**config.mk**
```make
export PLATFORM = sky130hd
export DESIGN_NAME = carry_chain_counter
export DESIGN_NICKNAME = d
export VERILOG_FILES = /design/src/rtl/carry_chain_counter.sv
export SDC_FILE = /design/constraint.sdc
export NUM_CORES = 1
export LEC_CHECK = 0
export ABC_AREA = 1
export BUFFER_PORTS_ARGS = -buffer_cell sky130_fd_sc_hd__buf_2
export CAP_MARGIN = 20
export CORE_MARGIN = 2
export CORE_UTILIZATION = 35
export CTS_CLUSTER_DIAMETER = 40
export CTS_CLUSTER_SIZE = 12
export DETAILED_ROUTE_END_ITERATION = 10
export HOLD_SLACK_MARGIN = 0.12
export PLACE_DENSITY = 0.68
export RECOVER_POWER = 50
export SYNTH_ARGS = -nofsm -noshare
export SYNTH_HDL_FRONTEND = slang
export SYNTH_SLANG_ARGS = --single-unit
```
**constraint.sdc**
```tcl
create_clock -name CLK -period 2.2 [get_ports CLK]
set_input_delay 0.11 -clock CLK [delete_from_list [all_inputs] [get_ports CLK]]
set_output_delay 0.11 -clock CLK [all_outputs]
set_load 0.05 [all_outputs]
```
**src/rtl/carry_chain_counter.sv**
```systemverilog
// Up/down counter built from an explicit ripple carry chain.
// Each bit is one propagate / carry-mux / sum-xor slice. The carry out of
// the top slice is high exactly when the count sits at the terminal value
// for the selected direction:
//   - all-ones when counting up
//   - zero when counting down
// That carry is therefore both the wrap event and the terminal-count detect.
// With ONESHOT=1 the counter halts at terminal count instead of wrapping,
// and stays halted until LOAD or CLR.

// One counter bit: propagate, carry mux and sum xor.
module CarryChainSlice (
    input  logic q_i,
    input  logic carry_i,
    input  logic up_i,
    output logic sum_o,
    output logic carry_o
);

    logic propagate;

    // Counting up, a carry ripples through ones.
    // Counting down, a borrow ripples through zeros.
    always_comb begin
        propagate = up_i ? q_i : ~q_i;
        carry_o   = propagate ? carry_i : 1'b0;
        sum_o     = q_i ^ carry_i;
    end

endmodule

module carry_chain_counter #(
    parameter int WIDTH   = 8,   // legal range 2..32
    parameter int ONESHOT = 0    // 0 = free-running wrap, 1 = halt at terminal count
) (
    input  logic             CLK,
    input  logic             CLR,
    input  logic             CE,
    input  logic             LOAD,
    input  logic [WIDTH-1:0] D,
    input  logic             UP,
    output logic [WIDTH-1:0] Q,
    output logic             TC,
    output logic             DONE
);

    localparam logic [0:0] ST_RUN  = 1'b0;
    localparam logic [0:0] ST_HALT = 1'b1;

    logic [WIDTH-1:0] q_q, q_d;
    logic             tc_q, tc_d;
    logic             done_q, done_d;
    logic [0:0]       state_q, state_d;

    logic [WIDTH-1:0] sum;
    logic [WIDTH:0]   carry;
    logic             wrapEvent;
    logic             stepEn;

    // The chain always adds or subtracts exactly one, so it is seeded with a carry-in of 1.
    assign carry[0] = 1'b1;

    genvar i;
    generate
        for (i = 0; i < WIDTH; i++) begin : gSlice
            CarryChainSlice uSlice (
                .q_i     (q_q[i]),
                .carry_i (carry[i]),
                .up_i    (UP),
                .sum_o   (sum[i]),
                .carry_o (carry[i+1])
            );
        end
    endgenerate

    // All slices propagating means Q is at the terminal value for the current UP.
    assign wrapEvent = carry[WIDTH];

    // A count step needs CE, no competing LOAD, and the counter not halted.
    assign stepEn = CE & ~LOAD & (state_q == ST_RUN);

    // Next-state selection: LOAD wins over counting.
    // TC is only raised by a step taken at terminal count.
    always_comb begin
        q_d     = q_q;
        tc_d    = 1'b0;
        done_d  = done_q;
        state_d = state_q;
        if (LOAD) begin
            q_d     = D;
            done_d  = 1'b0;
            state_d = ST_RUN;
        end else if (stepEn) begin
            tc_d = wrapEvent;
            if (wrapEvent && (ONESHOT != 0)) begin
                state_d = ST_HALT;
                done_d  = 1'b1;
            end else begin
                q_d = sum;
            end
        end
    end

    // State registers; CLR clears everything at once without waiting for a clock.
    always_ff @(posedge CLK or negedge CLR) begin
        if (!CLR) begin
            q_q     <= '0;
            tc_q    <= 1'b0;
            done_q  <= 1'b0;
            state_q <= ST_RUN;
        end else begin
            q_q     <= q_d;
            tc_q    <= tc_d;
            done_q  <= done_d;
            state_q <= state_d;
        end
    end

    assign Q    = q_q;
    assign TC   = tc_q;
    assign DONE = done_q;

endmodule

```
Yosys cells after proc, flatten, opt, wreduce, memory -nomap -nowiden
Cells that the tools add are included.

Register bits: 9. Output and inout bits: 10.

Multiplexer cells: 20. Bitwise gates (word level): 17. Reduce and logical (&&, ||, !) cells: 1.

Operator list (number): $mux 1 (18); $mux 8 (2); $not 1->1 (9); $xor 1x1->1 (7); $reduce_bool 2->1 (1); $and 1x1->1 (1).

Logic depth before layout (Yosys ltp)
Depth after elaboration: 12. Depth in mapped cells: 9. Depth with buffers taken out: 8.

Hierarchy
From an unflattened synthesis, not the netlist that was laid out.

Cells, all modules: 97. Area total of the unflattened synthesis: 649.4 um2.

Modules (own cells, without submodules): carry_chain_counter (instances 1, cells each 49, area an instance 429.2 um2, seq. area each 225.2 um2); CarryChainSlice (instances 8, cells each 6, area an instance 27.5 um2, seq. area each 0.0 um2).

Worst setup path after synthesis
OpenSTA, ideal clock, no wires.

Path type: register to register. Start: register q_q[1], in the netlist Q[1]. End: register q_q[7], in the netlist Q[7]. Data arrival time: 1.059 ns. Setup slack: 1.020 ns. Stages on the path, launching flop included: 7. Buffers on the path: 0. Period minus slack after synthesis: 1.180 ns. Cells stage by stage: dfrtp_1 -> nor2_1 -> nand2_1 -> a21oi_4 -> nand4_1 -> nand3_1 -> nand2_1.

Word-level cells in the longest chain between the ends: 11.

RTL lines: from (decl) (RTL line 50) `logic [WIDTH-1:0] q_q, q_d;`; from (signal assigned) (RTL line 112) `q_q <= q_d;`; $not 1->1 (RTL line 25) `propagate = up_i ? q_i : ~q_i;`; $mux 1 (*) (RTL line 25); $mux 1 (*) (6 in a row) (RTL line 26) `carry_o = propagate ? carry_i : 1'b0;`; $xor 1x1->1 (*) (RTL line 27) `sum_o = q_i ^ carry_i;`; $mux 8 (*) (RTL line 93) `end else if (stepEn) begin`; $mux 8 (*) (RTL line 89) `if (LOAD) begin`.

Every way passes the cells marked *; elsewhere a longest branch is shown, timed or not. The select of a mux whose other input is x is not followed. A chain may end at the register's enable or synchronous reset.

Final worst setup path
Start: register q_q[1], in the netlist Q[1]. End: register q_q[4], in the netlist Q[4].

Word-level cells in the longest chain between the ends: 8.

RTL lines (RTL line): $not 1->1 (25); $mux 1 (*) (25); $mux 1 (*) (3 in a row) (26); $xor 1x1->1 (*) (27); $mux 8 (*) (93); $mux 8 (*) (89).

Marked as above.

==> summary.log <==
INFO  cts            cts.repair_timing.setup_buffer_count=0
INFO  drt            drt-initial-drc-count=22
INFO  drt            via_count=692
INFO  logic_synthesis post-synth-top-area-cell=dfrtp_1
INFO  pwr            power.share.sequential=0.378
INFO  floorplanning  fp.dieArea=2390um2
INFO  worst_setup_path start_kind=register
INFO  sta            final-max-slew-violation-count=0
INFO  cts            clock_latency=0.26ns
INFO  pwr            p_total=0.554mW
INFO  logic_synthesis postSynthCellCount=98
INFO  sta            maxSlewHeadroom=0.587
INFO  logic_synthesis post_synth_num_cell_types=21
INFO  min_path       worstHoldStart=CE
INFO  cts            cts_max_path_buffers=2
INFO  final_layout   nNetsFinal=135
INFO  drt            drt-pass1-iter-count=4
INFO  logic_synthesis post_synth_main_area_contributors=dfrtp_1 (32%), nand2_1 (14%), buf_4 (9.6%), a22oi_1 (7.4%), nand3_1 (6.4%)
INFO  global_route   largest_net_degree_at_the_start_of_global_routing=11
INFO  global_route   track_usage=0.157
INFO  pwr            internal_power_summed_over_all_cells=0.314mW
INFO  floorplanning  overall_die_height=48.9um
INFO  place          count_of_input_and_output_buffers=21
INFO  place          post-dp-hpwl=1160um
INFO  floorplanning  start_util=0.367
INFO  cts            post_cts_resize_count=0
INFO  place          finalWeightedCongestion=0.775
INFO  cts            tritoncts=done
INFO  cts            clkSinkCount=9
INFO  pwr            power.density_cell_area=635nW/um2
INFO  sta            timing.final.crit_share=0.595
INFO  sta            timing.final.crit_period=1.31ns
INFO  worst_setup_path worst_stage_delay_on_the_critical_path=0.46ns
INFO  floorplanning  io_pins=23
INFO  logic_synthesis syn_area=706um2
INFO  worst_setup_path timing.critical_path.slowest_stage_cell=dfrtp_1
INFO  global_route   antenna_found_initial=0
INFO  sta            final_hold_viol_count=0
INFO  drt            detail_route.vias_per_cell=4.68
INFO  logic_synthesis yosysWarningCount=0
INFO  pwr            power.net_switching=0.239mW
INFO  floorplanning  core-area=1920um2
INFO  worst_setup_path critPathArrivalTime=1.46ns
INFO  logic_synthesis synth.yosys.seq_area_share=0.319
INFO  global_route   sum_of_overflow_across_all_layers_after_global_routing=0
INFO  drt            wire_per_inst=11.4um
INFO  worst_setup_path endpoint_kind=register
INFO  status         status=complete, no violations
INFO  final_layout   leading_cell_type_in_the_layout_fill_and_taps_excluded=nand2_1
INFO  cts            cts.htree.levels=1
INFO  worst_setup_path worstSetupPathType=reg -> reg
INFO  global_route   first_global_vias=642
INFO  sta            grt_setup_unrepaired=false
INFO  final_layout   antenna_cells_inserted=0
INFO  worst_setup_path timing.critical_path.required=2.35ns
INFO  drt            drc=0
INFO  worst_setup_path path_buf_inv=0
INFO  sta            skew=0.00171ns
INFO  drt            drt-total-wl=1680um
INFO  cts            cts_root_buffer=clkbuf_4
INFO  logic_synthesis mean_syn_cell_area=7.20um2
INFO  final_layout   post_route_cells_drive_above_1_share=0.223
INFO  floorplanning  floorplan.die.width=48.9um
INFO  pwr            ir_worst_vdd=0.224mV
INFO  cts            postCtsHoldBufs=9
INFO  sta            whs=0.259ns
INFO  min_path       holdCritPathClass=in -> reg
INFO  worst_setup_path origin_of_the_critical_flop_to_flop_path=Q[1]
INFO  logic_synthesis synth_fp_nets=111
INFO  worst_setup_path beginning_of_the_critical_path=Q[1]
INFO  cts            numCtsBuffers=3
INFO  logic_synthesis synthDominantCellAreaShare=0.319
INFO  sta            max_freq=0.764GHz
INFO  pwr            power.share.combinational=0.377
INFO  pwr            share_clk_of_total_power=0.245
INFO  worst_setup_path gate_family_responsible_for_the_most_delay_along_the_worst_path=simple AND/OR/NAND/NOR gates
INFO  cts            clkSlewWorstSetupHoldPaths=0.07ns
INFO  final_layout   area_growth_syn_to_layout=23.6%
INFO  pwr            power.leakage=0.441nW
INFO  logic_synthesis synth_seq_cells=9
INFO  sta            worstMarginPinSlew=0.617ns
INFO  sta            sum_of_negative_setup_slack=0ns
INFO  global_route   grt_pass1_wl=2850um
INFO  worst_setup_path path_cells=nor2_1 > nand2_1 > a21oi_4 > nand3_1 > nand3_1 > nand2_1
INFO  final_layout   finish.utilization=0.454
INFO  pwr            netSwitchingFraction=0.433
INFO  job            maxCapViolations=0
INFO  floorplanning  row_count=16
INFO  worst_setup_path cp_max_fo=8
INFO  sta            finalSetupViolCount=0
INFO  final_layout   layout_common_cells=nand2_1 (27), buf_2 (16), inv_1 (10)
INFO  drt            drtAntennaViolNets=0
==> final timing paths <==
check                        to  slack (ns)  depth (start not counted)
max reg2reg                Q[4]        0.89                          6
min reg2reg                Q[0]        0.58                          1
max in group asynchronous  Q[3]        1.51                          2
min in group asynchronous  Q[0]        0.33                          2
max                        Q[4]        0.89                          6
min                          TC        0.26                          5
==> cell type report <==
type,count,area [um2]
Fill cell,204,1050
Clock buffer,3,22.5
Tap cell,27,33.8
Inverter,11,41.3
Multi-Input combinational cell,67,355
Clock inverter,1,5.00
Sequential cell,9,225
Timing Repair Buffer,30,189
==> registers in the layout, indices dropped and copies added (netlist names) <==
name and flops:
TC 1, Q 8
==> cells by family after synthesis <==
family,count (synthesis),share of synthesized area
flops,9,0.319
simple gates,50,0.324
other cells,1,0.00531
xor+xnor,3,0.0372
compound gates,13,0.137
buf+inv,22,0.177
==> metal layers <==
layer | GRT usage | vias up | share of wire
li1 | - | 352 | -
met1 | 0.193 | 309 | 0.45
met2 | 0.256 | 29 | 0.49
met3 | 0.0215 | 2 | 0.042
met4 | 0.100 | 0 | 0.016
met5 | 0 | - | 0
==> power by group through the flow <==
| stage | registers (mW) | logic (mW) | clock network [mW] |
|---|---|---|---|
| 2_1_floorplan | 0.207 | 0.181 | 0 |
| 3_3_place_gp | 0.210 | 0.193 | 0 |
| 3_5_place_dp | 0.212 | 0.197 | 0 |
| 4_1_cts | 0.209 | 0.211 | 0.140 |
| 5_1_grt | 0.213 | 0.229 | 0.145 |
| 6_report | 0.209 | 0.209 | 0.136 |
==> worst register-to-register path, delay by kind of cell, from the launching register on <==
| family | cells | cell delay [ns] |
|---|---|---|
| AO/OA/AOI/OAI | 1 | 0.24 |
| flip-flops | 1 | 0.46 |
| AND/OR/NAND/NOR | 5 | 0.49 |
==> Yosys cell counts <==
master,count
o211ai_1,1
o21ai_0,3
buf_2,1
buf_6,1
nor2_1,7
a21oi_4,1
xor2_1,3
nand2_2,1
o21ai_1,1
nand3_2,2
buf_4,9
conb_1,1
inv_2,1
nand2_4,1
dfrtp_1,9
nand4_1,2
nand2_1,27
nand3_1,9
a22oi_1,7
inv_1,10
or2_2,1
==> stage by stage <==
stage                     cells  setup WS, ns  area [um2]
after floorplan              98          1.02         706
after CTS                   148         0.891         878
final                       148         0.891         872
after global routing        148         0.753         872
after detailed placement    135         0.913         761
after global placement      135         0.946         761
No activity file was read; power rests on OpenSTA's default activity.
